<file path="src/rtl/frame_phase_tracker.sv">
// Frame phase tracker for frame_aligner.
// Watches the start-of-frame markers, locks onto the first one and then runs a
// 3-bit clock phase counter plus a half-phase bit (0 = frame starts on d0,
// 1 = frame starts on d1). It tells the aligner when a complete frame sits in
// the lane shift registers, and raises a sticky error on any framing anomaly.
//
// Ports
//   clock           : sampling clock, rising edge
//   reset_n         : asynchronous active-low reset
//   sot_d0, sot_d1  : start-of-frame markers for the d0 / d1 sample
//   emit            : a full frame is ready this cycle (capture at this edge)
//   emit_half       : locked frame starts on d1 (selects the capture window)
//   alignment_error : sticky framing error
module frame_phase_tracker #(
  parameter int unsigned DDR = 1
) (
  input  logic clock,
  input  logic reset_n,
  input  logic sot_d0,
  input  logic sot_d1,
  output logic emit,
  output logic emit_half,
  output logic alignment_error
);

  localparam logic StUnlocked = 1'b0;
  localparam logic StLocked   = 1'b1;

  logic       state_q, state_d;
  logic [2:0] phase_q, phase_d;
  logic       half_q, half_d;
  logic       armed_q, armed_d;
  logic       err_q, err_d;

  logic mark0, mark1, any_mark, relock;

  always_comb begin
    // sot_d0 wins when both markers fire together.
    mark0    = sot_d0;
    mark1    = (DDR != 0) && sot_d1 && !sot_d0;
    any_mark = mark0 | mark1;

    state_d = state_q;
    phase_d = phase_q + 3'd1;
    half_d  = half_q;
    armed_d = armed_q;
    err_d   = err_q;
    emit    = 1'b0;
    relock  = 1'b0;

    if ((DDR != 0) && sot_d0 && sot_d1) begin
      err_d = 1'b1;
    end

    if (state_q == StUnlocked) begin
      phase_d = '0;
      if (any_mark) begin
        state_d = StLocked;
        relock  = 1'b1;
      end
    end else if (phase_q == 3'd0) begin
      // Expected boundary: a missing marker keeps the phase, a marker on the
      // wrong half re-locks to it.
      if (!any_mark) begin
        err_d = 1'b1;
      end else if (mark1 != half_q) begin
        err_d  = 1'b1;
        relock = 1'b1;
      end
    end else if (any_mark) begin
      err_d  = 1'b1;
      relock = 1'b1;
    end

    if (relock) begin
      // The marker cycle is phase 0, so the next cycle is phase 1.
      phase_d = 3'd1;
      half_d  = mark1;
      armed_d = 1'b0;
    end else if (state_q == StLocked) begin
      if (phase_q == 3'd7) begin
        armed_d = 1'b1;
      end
      // A d1-started frame ends on d0 of the following phase-0 cycle; armed_q
      // keeps that from firing in the very first marker cycle.
      emit = half_q ? ((phase_q == 3'd0) && armed_q) : (phase_q == 3'd7);
    end
  end

  always_ff @(posedge clock or negedge reset_n) begin
    if (!reset_n) begin
      state_q <= StUnlocked;
      phase_q <= '0;
      half_q  <= 1'b0;
      armed_q <= 1'b0;
      err_q   <= 1'b0;
    end else begin
      state_q <= state_d;
      phase_q <= phase_d;
      half_q  <= half_d;
      armed_q <= armed_d;
      err_q   <= err_d;
    end
  end

  assign emit_half       = half_q;
  assign alignment_error = err_q;

endmodule

</file>
<file path="src/rtl/frame_aligner.sv">
// Frame aligner: assembles 8-clock frames from 8 sample lanes.
// Each lane shifts its samples into a W-bit register (oldest sample at bit 0).
// When the phase tracker reports a complete frame, the W-sample window that
// starts at the marked sample is copied into sbits for every lane.
//
// Ports
//   clock           : 320 MHz sampling clock, rising edge
//   reset_n         : asynchronous active-low reset
//   d0, d1          : per-lane samples, d0 first in time; d1 unused when DDR=0
//   sot_d0, sot_d1  : start-of-frame markers for d0 / d1; sot_d1 unused when DDR=0
//   sbits           : assembled frame, lane i at bits [i*W +: W], held between frames
//   frame_valid     : one-cycle strobe, sbits updated this cycle
//   alignment_error : sticky framing error
module frame_aligner #(
  parameter int unsigned DDR = 1
) (
  input  logic                clock,
  input  logic                reset_n,
  input  logic [7:0]          d0,
  input  logic [7:0]          d1,
  input  logic                sot_d0,
  input  logic                sot_d1,
  output logic [64*DDR+63:0]  sbits,
  output logic                frame_valid,
  output logic                alignment_error
);

  localparam int unsigned Lanes       = 8;
  localparam int unsigned FrameClocks = 8;
  localparam int unsigned W           = FrameClocks * (DDR + 1);

  logic                 emit;
  logic                 emit_half;
  logic [Lanes*W-1:0]   frame_win;
  logic [Lanes*W-1:0]   sbits_q;
  logic                 frame_valid_q;

  frame_phase_tracker #(
    .DDR (DDR)
  ) u_tracker (
    .clock           (clock),
    .reset_n         (reset_n),
    .sot_d0          (sot_d0),
    .sot_d1          (sot_d1),
    .emit            (emit),
    .emit_half       (emit_half),
    .alignment_error (alignment_error)
  );

  for (genvar i = 0; i < Lanes; i++) begin : g_lane
    logic [W-1:0] sr_q, sr_d;

    if (DDR != 0) begin : g_ddr
      assign sr_d = {d1[i], d0[i], sr_q[W-1:2]};
      // d1-started frame: drop the oldest sample and append this cycle's d0.
      assign frame_win[i*W +: W] = emit_half ? {d0[i], sr_q[W-1:1]} : sr_d;
    end else begin : g_sdr
      logic unused_ddr_inputs;
      assign unused_ddr_inputs   = ^{d1[i], emit_half};
      assign sr_d                = {d0[i], sr_q[W-1:1]};
      assign frame_win[i*W +: W] = sr_d;
    end

    always_ff @(posedge clock or negedge reset_n) begin
      if (!reset_n) begin
        sr_q <= '0;
      end else begin
        sr_q <= sr_d;
      end
    end
  end

  always_ff @(posedge clock or negedge reset_n) begin
    if (!reset_n) begin
      sbits_q       <= '0;
      frame_valid_q <= 1'b0;
    end else begin
      frame_valid_q <= emit;
      if (emit) begin
        sbits_q <= frame_win;
      end
    end
  end

  assign sbits       = sbits_q;
  assign frame_valid = frame_valid_q;

endmodule

</file>
<file path="config.mk">
export PLATFORM = sky130hd
export DESIGN_NAME = frame_aligner
export DESIGN_NICKNAME = d
export VERILOG_FILES = /design/src/rtl/frame_phase_tracker.sv /design/src/rtl/frame_aligner.sv
export SDC_FILE = /design/constraint.sdc
export NUM_CORES = 1
export LEC_CHECK = 0
export CAP_MARGIN = 30
export CORE_MARGIN = 1.5
export CORE_UTILIZATION = 57
export CTS_CLUSTER_SIZE = 10
export DETAILED_ROUTE_END_ITERATION = 7
export PLACE_DENSITY = 0.84
export SYNTH_ARGS = -nofsm -noshare
export SYNTH_HDL_FRONTEND = slang
export SYNTH_HIERARCHICAL = 1
export SYNTH_SLANG_ARGS = --single-unit
</file>
<file path="constraint.sdc">
create_clock -name clock -period 6 [get_ports clock]
set_clock_uncertainty 0.15 [all_clocks]
set_input_delay 1.2 -clock clock [delete_from_list [all_inputs] [get_ports clock]]
set_output_delay 1.2 -clock clock [all_outputs]
set_load 0.03 [all_outputs]
</file>
# Yosys cells after proc, flatten, opt, wreduce, memory -nomap -nowiden
# Index checks and enable logic that the tools add are counted.
# totals
reg_bits	264
out_inout_bits	130
wordCells	55
# op_classes
addsub	1
n_eq_ne	2
muxes	28
n_bitwise	1
reduce_logical	8
# ops
op	n
$mux W16	8
$mux W1	18
$mux W3	2
$reduce_bool A2 Y1	2
$add A3 B1 Y3 const B	1
$eq A3 B3 Y1 const B	1
$logic_and A1 B1 Y1	3
$logic_not A3 Y1	1
$reduce_and A2 Y1	1
$logic_not A1 Y1	1
$ne A1 B1 Y1	1
$or A1 B1 Y1	1

# Depth between registers and ports, before layout
# Gate-level depths: netlist of the first run.
# logic_depth
ltp_word	9
depth_mapped	9

# Hierarchy
# Netlist of the first run, hierarchy kept.
# by_module_without_submodules
module	instances	cells_per_inst	area_each_um2	seq_area_each_um2
frame_aligner	1	675	9022.4	6231.0
frame_phase_tracker	1	39	414.1	175.2

# Worst setup path before layout of the first run
# Ideal clock, no wire load.
# synth_path
path_type	input to register
from	input sot_d0
to	register sbits_q[27] (netlist: sbits[27])
setup_ps	137
t_arrival_ps	2545
required_ps	5713
setup_slack_ps	3168
path_stages	7
path_buffers	3
path_cell_list	buf_4 -> xor2_1 -> a21oi_2 -> nor3b_1 -> buf_2 -> buf_1 -> a21oi_1
# synth_via
elab_chain_len	8
word_cells_on_any_way	10
cone_classes	eq/ne: 1; mux: 6; bitwise: 1; reduce/logical: 2
# synth_lines
element	line	rtl
start: declaration	frame_aligner.sv:21	input logic sot_d0,
$logic_not A1 Y1	frame_phase_tracker.sv:40	mark1 = (DDR != 0) && sot_d1 && !sot_d0;
$logic_and A1 B1 Y1	frame_phase_tracker.sv:40	
$ne A1 B1 Y1	frame_phase_tracker.sv:66	end else if (mark1 != half_q) begin
$mux W1	frame_phase_tracker.sv:66	
$mux W1	frame_phase_tracker.sv:64	if (!any_mark) begin
$mux W1	frame_phase_tracker.sv:61	end else if (phase_q == 3'd0) begin
$mux W1 (*)	frame_phase_tracker.sv:55	if (state_q == StUnlocked) begin
$mux W1 (*)	frame_phase_tracker.sv:75	if (relock) begin
net emit	frame_aligner.sv:32	logic emit;
end signal: assignment	frame_aligner.sv:80	sbits_q <= frame_win;
end: declaration	frame_aligner.sv:35	logic [Lanes*W-1:0] sbits_q;
# The timed path passes the listed nets; every way through them passes the cells marked *.
# A chain may end at the register's enable or synchronous reset.

# Worst setup path after layout of the first run
# layout_path
from	input sot_d0
to	register sbits_q[48] (netlist: sbits[48])
# The elaborated chain is that of the path after synthesis.

==> impl_metrics.py, run 1 <==
metrics = {
    "drt": {
        "postRouteWirelength_um": 18100,
        "drc": 0,
        "drtAntennaViolNets": 0,
        "drtIter0Drc": 293,
        "route.vias.total": 5790,
        "viasPerCell": 5.40,
        "wl_per_cell_um": 16.8,
        "drt-pass1-iter-count": 4,
    },
    "floorplan": {
        "io_pins": 150,
        "rows": 46,
        "core_um2": 16000,
        "start_util": 0.590,
        "die_height_um": 132,
        "design.die.area_um2": 17300,
        "die_x_um": 132,
    },
    "global_routing": {
        "grt_first_pass_wirelength_um": 30100,
        "grt_max_degree": 195,
        "gr-total-overflow": 0,
        "grt_pass1_vias": 5909,
        "grtUsageTotal": 0.213,
        "antenna_found_initial": 0,
    },
    "power_and_ir_drop": {
        "leakagePower_uw": 0.00530,
        "power.density_nw_per_um2": 446,
        "total_power_uw": 5180,
        "irDropWorstVdd_uv": 281,
    },
    "timing": {
        "setup_viol": 0,
        "fin_ws_ns": 2.82,
        "rsz0062_at_grt": "no",
        "hold_viol": 0,
        "max_freq_mhz": 314,
        "min_period_ns": 3.18,
        "slew_violations": 0,
        "finalCritPeriodShare": 0.531,
        "tightest_slew_ns": 0.925,
        "final.setup.tns_ns": 0,
        "slew_headroom": 0.384,
    },
    "synth": {
        "synth_top_area_cell": "dfrtp_1",
        "yosysSeqAreaShare": 0.679,
        "synth_nets": 737,
        "synth_area_per_cell_um2": 13.2,
        "synth.distinct_cells": 26,
        "ys_ff_latch": 256,
        "synth_warnings": 6,
        "synthTopCellsByArea": "dfrtp_1 68%, mux2i_1 14%, a21oi_1 6.8%",
        "yosysTopAreaCellShare": 0.679,
        "syn_inst": 714,
        "syn-cell-area_um2": 9440,
    },
    "setup_path": {
        "arrival_ns": 3.48,
        "critPathBufInv": 2,
        "crit_required_ns": 6.30,
        "path_max_fanout": 194,
        "setup.worst_path.end_class": "flip-flop",
        "crit_chain": "clkdlybuf4s50_1 > xor2_1 > a21oi_2 > nor3b_2 > buf_12 > nor2_1 > a21oi_1",
        "cp-start-kind": "input pin",
        "critPathKind": "in2reg",
        "critPathSlowestCell": "clkdlybuf4s50_1",
        "cp-startpoint": "sot_d0",
        "crit_family": "buffers and inverters",
        "r2r-start": "u_tracker/emit_half$_DFFE_PN0P_",
        "critPathMaxStageDelay_ns": 0.64,
    },
    "cells_and_area": {
        "layout_common_cells": "255 x dfrtp_1, 148 x clkdlybuf4s50_1, 132 x nor2_1",
        "drive_gt1_frac": 0.0514,
        "nNetsFinal": 878,
        "final_util": 0.726,
        "area_growth_pct": 23.1,
        "layout_commonest_cell": "dfrtp_1",
        "nFillCells": 1111,
        "n_antenna_cell": 0,
    },
    "placement": {
        "gp_congestion": 0.747,
        "pre_cts_ws_ns": 2.35,
        "port_buffers": 149,
        "hpwl_um": 11200,
    },
    "clock_tree": {
        "ctsResizeCount": 0,
        "h-tree-depth": 1,
        "path_clk_slew_ns": 0.06,
        "cts.sinks": 256,
        "cts_buffers": 29,
        "clock_path_buffers": 3,
        "hold_buffers": 0,
        "cts_tree": "built",
        "clock_latency_ns": 0.52,
        "cts_setup_buffers": 0,
        "cts-root-buf": "clkbuf_16",
    },
    "hold_path": {
        "hold_class": "reg2reg",
        "hold_start": "g_lane[5].sr_q[9]$_DFF_PN0_",
    },
    "flow_run": {
        "max-cap-violations": 0,
    },
    "status": {
        "status": "complete, no violations",
    },
}
synthesized netlist by cell type:
library cell,number
dfrtp_1,256
nor2_1,132
a21oi_1,129
mux2i_1,129
clkbuf_1,20
buf_12,13
buf_2,7
and2b_2,3
ha_1,3
inv_1,3
a211o_1,2
and3b_1,2
buf_4,2
a21oi_2,1
a31oi_1,1
buf_1,1
buf_6,1
nand4b_1,1
nor2b_2,1
nor3b_1,1
o211ai_1,1
o21a_1,1
o311a_1,1
o31ai_1,1
or3_1,1
xor2_1,1
report_power, final:
part           leakage (µW)  internal [µW]  switching, µW
logic               0.00170            601            887
registers           0.00323           2040            205
clock network      0.000367            847            605
total               0.00530           3480           1700
final cells by class:
type,instances,area [µm²],area share
flip-flops and latches,256,6410,0.552
multi-input cells,411,2620,0.226
repair buffers,154,1560,0.134
clock buffers,30,729,0.0628
well taps,216,270,0.0233
clock inverters,2,13.8,0.00118
inverters,3,11.3,0.000969
path summary, 6_finish.rpt:
| check | endpoint | slack, ns | cells after the start |
|---|---|---|---|
| setup / recovery | sbits[48]$_DFFE_PN0P_ | 2.82 | 7 |
| hold / removal | g_lane[5].sr_q[7]$_DFF_PN0_ | 0.24 | 0 |
| setup reg to reg | sbits[48]$_DFFE_PN0P_ | 3.30 | 6 |
| hold reg to reg | g_lane[5].sr_q[7]$_DFF_PN0_ | 0.24 | 0 |
| max in group asynchronous | g_lane[3].sr_q[6]$_DFF_PN0_ | 3.90 | 2 |
| min in group asynchronous | sbits[32]$_DFFE_PN0P_ | 0.58 | 1 |
cells by family (layout without fill, tap and decap cells):
logic type / after synthesis / after routing / synth area share
compound gates: 137 / 137 / 0.0753
xor+xnor: 1 / 1 / 0.000928
fa+ha+maj: 3 / 3 / 0.00398
buf+inv: 47 / 189 / 0.0436
flops: 256 / 256 / 0.679
mux: 129 / 129 / 0.137
simple gates: 141 / 141 / 0.0605
registers in the layout, summed over array words and instances (netlist names):
register,flops
frame_valid,1
g_lane.sr_q,120
sbits,128
u_tracker/alignment_error,1
u_tracker/armed_q,1
u_tracker/emit_half,1
u_tracker/phase_q,3
u_tracker/state_q,1
layer usage:
layer  part of all wire  track usage  up-vias
met5                  0            0        -
met1               0.42        0.278     2885
met2               0.50        0.359      149
li1                   -            -     2727
met3              0.057       0.0525       29
met4              0.018       0.0574        0
per-stage QoR:
step / instance area (µm²) / hold slack, ns / cells
floorplan: 9440 / 0.223 / 714
global placement: 10900 / 0.230 / 1040
detailed placement: 10900 / 0.232 / 1040
CTS: 11600 / 0.236 / 1072
global route: 11600 / 0.244 / 1072
finish: 11600 / 0.237 / 1072
Note: power is estimated with default switching activity, not from simulation.
==> run 2: changes to the inputs <==
- CORE_UTILIZATION: 57 -> 53
- PLACE_DENSITY: 0.84 -> 0.79
- clock period: 6 -> 2.95 ns (I/O delays scaled with it)
==> run 2 against run 1 <==
Against the previous run: via count increased by 0.36%; critical path type is now reg2out; largest power group unchanged; power grew 100%; worst hold slack better by 0.0068 ns; cell count increased by 1.7%.
==> impl_metrics.py, run 2 (synthesis results as in run 1) <==
metrics = {
    "timing": {
        "finalCritPeriodShare": 0.795,
        "setup_viol": 0,
        "slew_violations": 0,
        "final.setup.tns_ns": 0,
        "hold_viol": 0,
        "tightest_slew_ns": 0.746,
        "rsz0062_at_grt": "no",
        "hold_slack_ns": 0.244,
        "min_period_ns": 2.35,
        "slew_headroom": 0.503,
        "max_freq_mhz": 426,
    },
    "clock_tree": {
        "clock_latency_ns": 0.51,
        "cts_tree": "built",
        "cts_buffers": 29,
        "clock_path_buffers": 3,
        "cts-root-buf": "clkbuf_16",
        "ctsResizeCount": 0,
        "cts_setup_buffers": 0,
        "cts.sinks": 256,
        "h-tree-depth": 1,
        "hold_buffers": 1,
        "path_clk_slew_ns": 0.05,
    },
    "drt": {
        "drc": 0,
        "drtAntennaViolNets": 0,
        "drtIter0Drc": 290,
        "wl_per_cell_um": 16.7,
        "postRouteWirelength_um": 18200,
        "drt-pass1-iter-count": 4,
        "viasPerCell": 5.33,
        "route.vias.total": 5811,
    },
    "global_routing": {
        "gr-total-overflow": 0,
        "antenna_found_initial": 1,
        "grt_first_pass_wirelength_um": 30000,
        "grt_max_degree": 105,
        "grtUsageTotal": 0.203,
        "grt_pass1_vias": 5951,
    },
    "setup_path": {
        "r2r-start": "u_tracker/phase_q[0]$_DFF_PN0_",
        "critPathSlowestCell": "clkdlybuf4s50_1",
        "arrival_ns": 1.61,
        "path_max_fanout": 2,
        "cp-startpoint": "sbits[0]$_DFFE_PN0P_",
        "critPathKind": "reg2out",
        "critPathBufInv": 1,
        "crit_family": "buffers and inverters",
        "critPathMaxStageDelay_ns": 0.73,
        "cp-start-kind": "flip-flop",
        "setup.worst_path.end_class": "primary output",
        "crit_chain": "clkdlybuf4s50_1",
        "crit_required_ns": 2.21,
    },
    "cells_and_area": {
        "nNetsFinal": 888,
        "layout_commonest_cell": "dfrtp_1",
        "largest_reg_flops": 128,
        "n_antenna_cell": 0,
        "seqCellArea_um2": 6410,
        "drive_gt1_frac": 0.0601,
        "multiInputGateArea_um2": 2620,
        "nFillCells": 1218,
        "final_util": 0.679,
        "area_growth_pct": 24.9,
        "layout_common_cells": "255 x dfrtp_1, 148 x clkdlybuf4s50_1, 132 x nor2_1",
        "stdcell_count": 1090,
    },
    "hold_path": {
        "hold_start": "g_lane[0].sr_q[13]$_DFF_PN0_",
        "hold_class": "reg2reg",
    },
    "floorplan": {
        "io_pins": 150,
        "design.die.area_um2": 18600,
        "core_um2": 17400,
        "start_util": 0.544,
        "die_height_um": 136,
        "die_x_um": 136,
        "rows": 48,
    },
    "status": {
        "status": "complete, no violations",
    },
    "power_and_ir_drop": {
        "power.internal_uw": 7090,
        "power.density_nw_per_um2": 892,
        "irDropWorstVdd_uv": 648,
        "leakagePower_uw": 0.00537,
        "switching_share": 0.325,
        "combPwrFrac": 0.291,
        "power.share.clock": 0.278,
        "seqPwrFrac": 0.431,
        "switchingPower_uw": 3420,
    },
    "placement": {
        "gp_congestion": 0.789,
        "hpwl_um": 11500,
        "port_buffers": 149,
        "dp.cells": 1058,
    },
    "flow_run": {
        "max-cap-violations": 0,
    },
}
==> run 2: through the flow <==
| stage | worst slack [ns] | total power (µW) | area [µm²] |
|---|---|---|---|
| final | 0.604 | 10500 | 11800 |
| after global routing | 0.541 | 11000 | 11800 |
| after CTS | 0.581 | 10600 | 11800 |
| after detailed placement | 0.286 | 7650 | 11000 |
| after global placement | 0.405 | 7560 | 11000 |
| after floorplan | 0.728 | 6240 | 9440 |
==> run 2: worst paths after layout <==
check                      slack, ns                           end  cells past startpoint
setup / recovery                0.60                      sbits[0]                      1
hold / removal                  0.24  g_lane[0].sr_q[11]$_DFF_PN0_                      0
setup reg to reg                0.77         sbits[98]$_DFFE_PN0P_                      9
hold reg to reg                 0.24  g_lane[0].sr_q[11]$_DFF_PN0_                      0
max in group asynchronous       1.44   g_lane[1].sr_q[4]$_DFF_PN0_                      3
min in group asynchronous       0.48         sbits[38]$_DFFE_PN0P_                      2
==> run 2: layout make-up <==
class	count	share of cell area
tap	225	0.0239
multi-input combinational	411	0.223
sequential	256	0.544
clock buffer	30	0.0619
inverter	3	0.000956
timing repair buffer	164	0.146
clock inverter	1	0.000425
==> run 2: power groups by stage <==
stage	registers [µW]	logic [µW]	clock network, µW
5_1_grt	4610	3270	3150
3_3_place_gp	4550	3010	0
6_report	4530	3060	2920
2_1_floorplan	5580	656	0
3_5_place_dp	4580	3070	0
4_1_cts	4540	3100	2990
==> run 2: worst reg2reg max path, cell delays in order, from the launching register on <==
cell and delay (ns):
dfrtp_1 0.38, inv_1 0.09, ha_1 0.14, and2b_2 0.21, a31oi_1 0.12, nor3b_2 0.28
buf_4 0.24, buf_12 0.23, nor2_1 0.10, a21oi_1 0.15
==> run 2: routing by layer <==
metal	routed length (µm)	GRT usage
met1	7770	0.268
met2	8830	0.332
met3	1200	0.0559
met4	383	0.0561
met5	17	0
==> run 3: changes to the inputs <==
- CORE_UTILIZATION: 53 -> 48
- PLACE_DENSITY: 0.79 -> 0.76
- clock period: 2.95 -> 2 ns (I/O delays scaled with it)
==> run 3 against run 2 <==
Against the previous run: the run now ends with negative setup slack left; worst hold slack worse by 0.045 ns; power is 45% higher; cell count is 6.8% higher; sequential share of layout area is 2.8 points lower; clock power is 51% higher; critical path type is now reg2reg; combinational power is 34% higher.
==> impl_metrics.py, run 3 (synthesis results as in run 1) <==
metrics = {
    "timing": {
        "slew_violations": 0,
        "rsz0062_at_grt": "yes",
        "max_freq_mhz": 475,
        "tightest_slew_ns": 0.430,
        "hold_viol": 0,
        "min_period_ns": 2.10,
        "slew_headroom": 0.714,
        "fin_ws_ns": -0.104,
        "hold_slack_ns": 0.198,
        "final.setup.tns_ns": -4.56,
        "setup_viol": 105,
        "finalCritPeriodShare": 1.05,
    },
    "setup_path": {
        "path_max_fanout": 5,
        "critPathSlowestCell": "dfrtp_1",
        "crit_required_ns": 2.29,
        "r2r-start": "u_tracker/phase_q[0]$_DFF_PN0_",
        "critPathKind": "reg2reg",
        "crit_chain": "inv_2 > ha_4 > and2b_2 > a31oi_4 > nor3b_4 > buf_6 > buf_12 > clkbuf_16 > nor2_4 > a21oi_1",
        "arrival_ns": 2.39,
        "critPathMaxStageDelay_ns": 0.40,
        "crit_family": "buffers and inverters",
        "cp-startpoint": "u_tracker/phase_q[0]$_DFF_PN0_",
        "cp-start-kind": "flip-flop",
        "critPathBufInv": 4,
        "setup.worst_path.end_class": "flip-flop",
    },
    "drt": {
        "route.vias.total": 5908,
        "viasPerCell": 5.08,
        "postRouteWirelength_um": 19700,
        "drtAntennaViolNets": 0,
        "drc": 0,
        "wl_per_cell_um": 17.0,
        "drt-pass1-iter-count": 4,
        "drtIter0Drc": 255,
    },
    "power_and_ir_drop": {
        "leakagePower_uw": 0.00618,
        "irDropWorstVdd_uv": 693,
        "power.density_nw_per_um2": 1220,
        "total_power_uw": 15200,
    },
    "floorplan": {
        "die_height_um": 143,
        "rows": 51,
        "die_x_um": 143,
        "start_util": 0.486,
        "design.die.area_um2": 20500,
        "core_um2": 19400,
        "io_pins": 150,
    },
    "placement": {
        "port_buffers": 149,
        "gp_congestion": 0.756,
        "dp.cells": 1110,
        "hpwl_um": 11700,
        "pre_cts_ws_ns": -0.359,
    },
    "cells_and_area": {
        "layout_common_cells": "255 x dfrtp_1, 130 x dlygate4sd2_1, 129 x mux2i_1",
        "drive_gt1_frac": 0.137,
        "nNetsFinal": 919,
        "largest_reg_flops": 128,
        "nFillCells": 1525,
        "seqCellArea_um2": 6410,
        "stdcell_count": 1164,
        "multiInputGateArea_um2": 2820,
        "n_antenna_cell": 0,
        "layout_commonest_cell": "dfrtp_1",
        "area_growth_pct": 31.7,
    },
    "clock_tree": {
        "clock_latency_ns": 0.52,
        "cts_buffers": 29,
        "cts-root-buf": "clkbuf_16",
        "path_clk_slew_ns": 0.06,
        "clock_path_buffers": 3,
        "cts_tree": "built",
        "h-tree-depth": 1,
        "cts.sinks": 256,
    },
    "global_routing": {
        "gr-total-overflow": 0,
        "met1_usage": 0.266,
        "groute.layer.met2.usage": 0.317,
        "antenna_found_initial": 0,
        "grtUsageTotal": 0.193,
        "grt_first_pass_wirelength_um": 31500,
        "globalRouteMet3Util": 0.0389,
        "top_usage_layer": "met2",
        "grt_pass1_vias": 6022,
        "grt_max_degree": 64,
    },
    "hold_path": {
        "hold_class": "in2async",
    },
    "status": {
        "status": "finished with violations",
        "violations": "negative setup slack",
    },
    "flow_run": {
        "max-cap-violations": 0,
    },
}
==> run 3: changes by cell type in the layout (fill, tap and decap cells not counted), sizes merged <==
cell           delta
buf              +30
clkbuf            +4
clkdlybuf4s50   -130
clkinv            -1
dlygate4sd2     +130
inv               +1
==> run 3: path summary, 6_finish.rpt <==
kind | end | slack (ns) | depth (start not counted)
setup reg to reg | sbits[110]$_DFFE_PN0P_ | -0.10 | 10
hold / removal | sbits[38]$_DFFE_PN0P_ | 0.20 | 2
setup / recovery | sbits[110]$_DFFE_PN0P_ | -0.10 | 10
min in group clock | g_lane[7].sr_q[15]$_DFF_PN0_ | 0.20 | 1
hold reg to reg | g_lane[6].sr_q[5]$_DFF_PN0_ | 0.24 | 0
max in group asynchronous | g_lane[6].sr_q[15]$_DFF_PN0_ | 0.85 | 3
==> run 3: power breakdown <==
group          total, µW  switching, µW  internal (µW)
logic               4090           2720           1380
registers           6710            606           6100
clock network       4420           1830           2590
==> run 3: per-stage QoR <==
step                utilization  instance area [µm²]
detailed placement        0.579                11200
global route              0.641                12400
global placement          0.579                11200
CTS                       0.633                12300
floorplan                     -                 9440
finish                    0.641                12400
==> run 3: cell type report <==
class                      instances  share of cell area
sequential                       256               0.516
multi-input combinational        411               0.227
clock buffer                      33              0.0604
timing repair buffer             195               0.168
tap                              265              0.0267
inverter                           3            0.000906
clock inverter                     1            0.000705
==> run 3: worst reg2reg max path: stages (launching register included) <==
cell       delay [ns]
dfrtp_1          0.40
inv_2            0.09
ha_4             0.12
and2b_2          0.20
a31oi_4          0.11
nor3b_4          0.30
buf_6            0.20
buf_12           0.13
clkbuf_16        0.16
nor2_4           0.03
a21oi_1          0.12
==> run 3: repair_timing <==
item                                    CTS  global route
endpoints found under the hold margin   190             0
pin swaps                                 7            12
endpoints found under the setup margin  247           129
hold buffers                              1             0
cloned                                    8             1
gates resized for setup                 167            40
setup buffers                            10             7
==> run 3: layer usage <==
| metal | vias up | wire [µm] |
|---|---|---|
| met5 | - | 0 |
| met4 | 0 | 261 |
| met3 | 20 | 1060 |
| met2 | 140 | 9790 |
| met1 | 2948 | 8630 |
| li1 | 2800 | - |
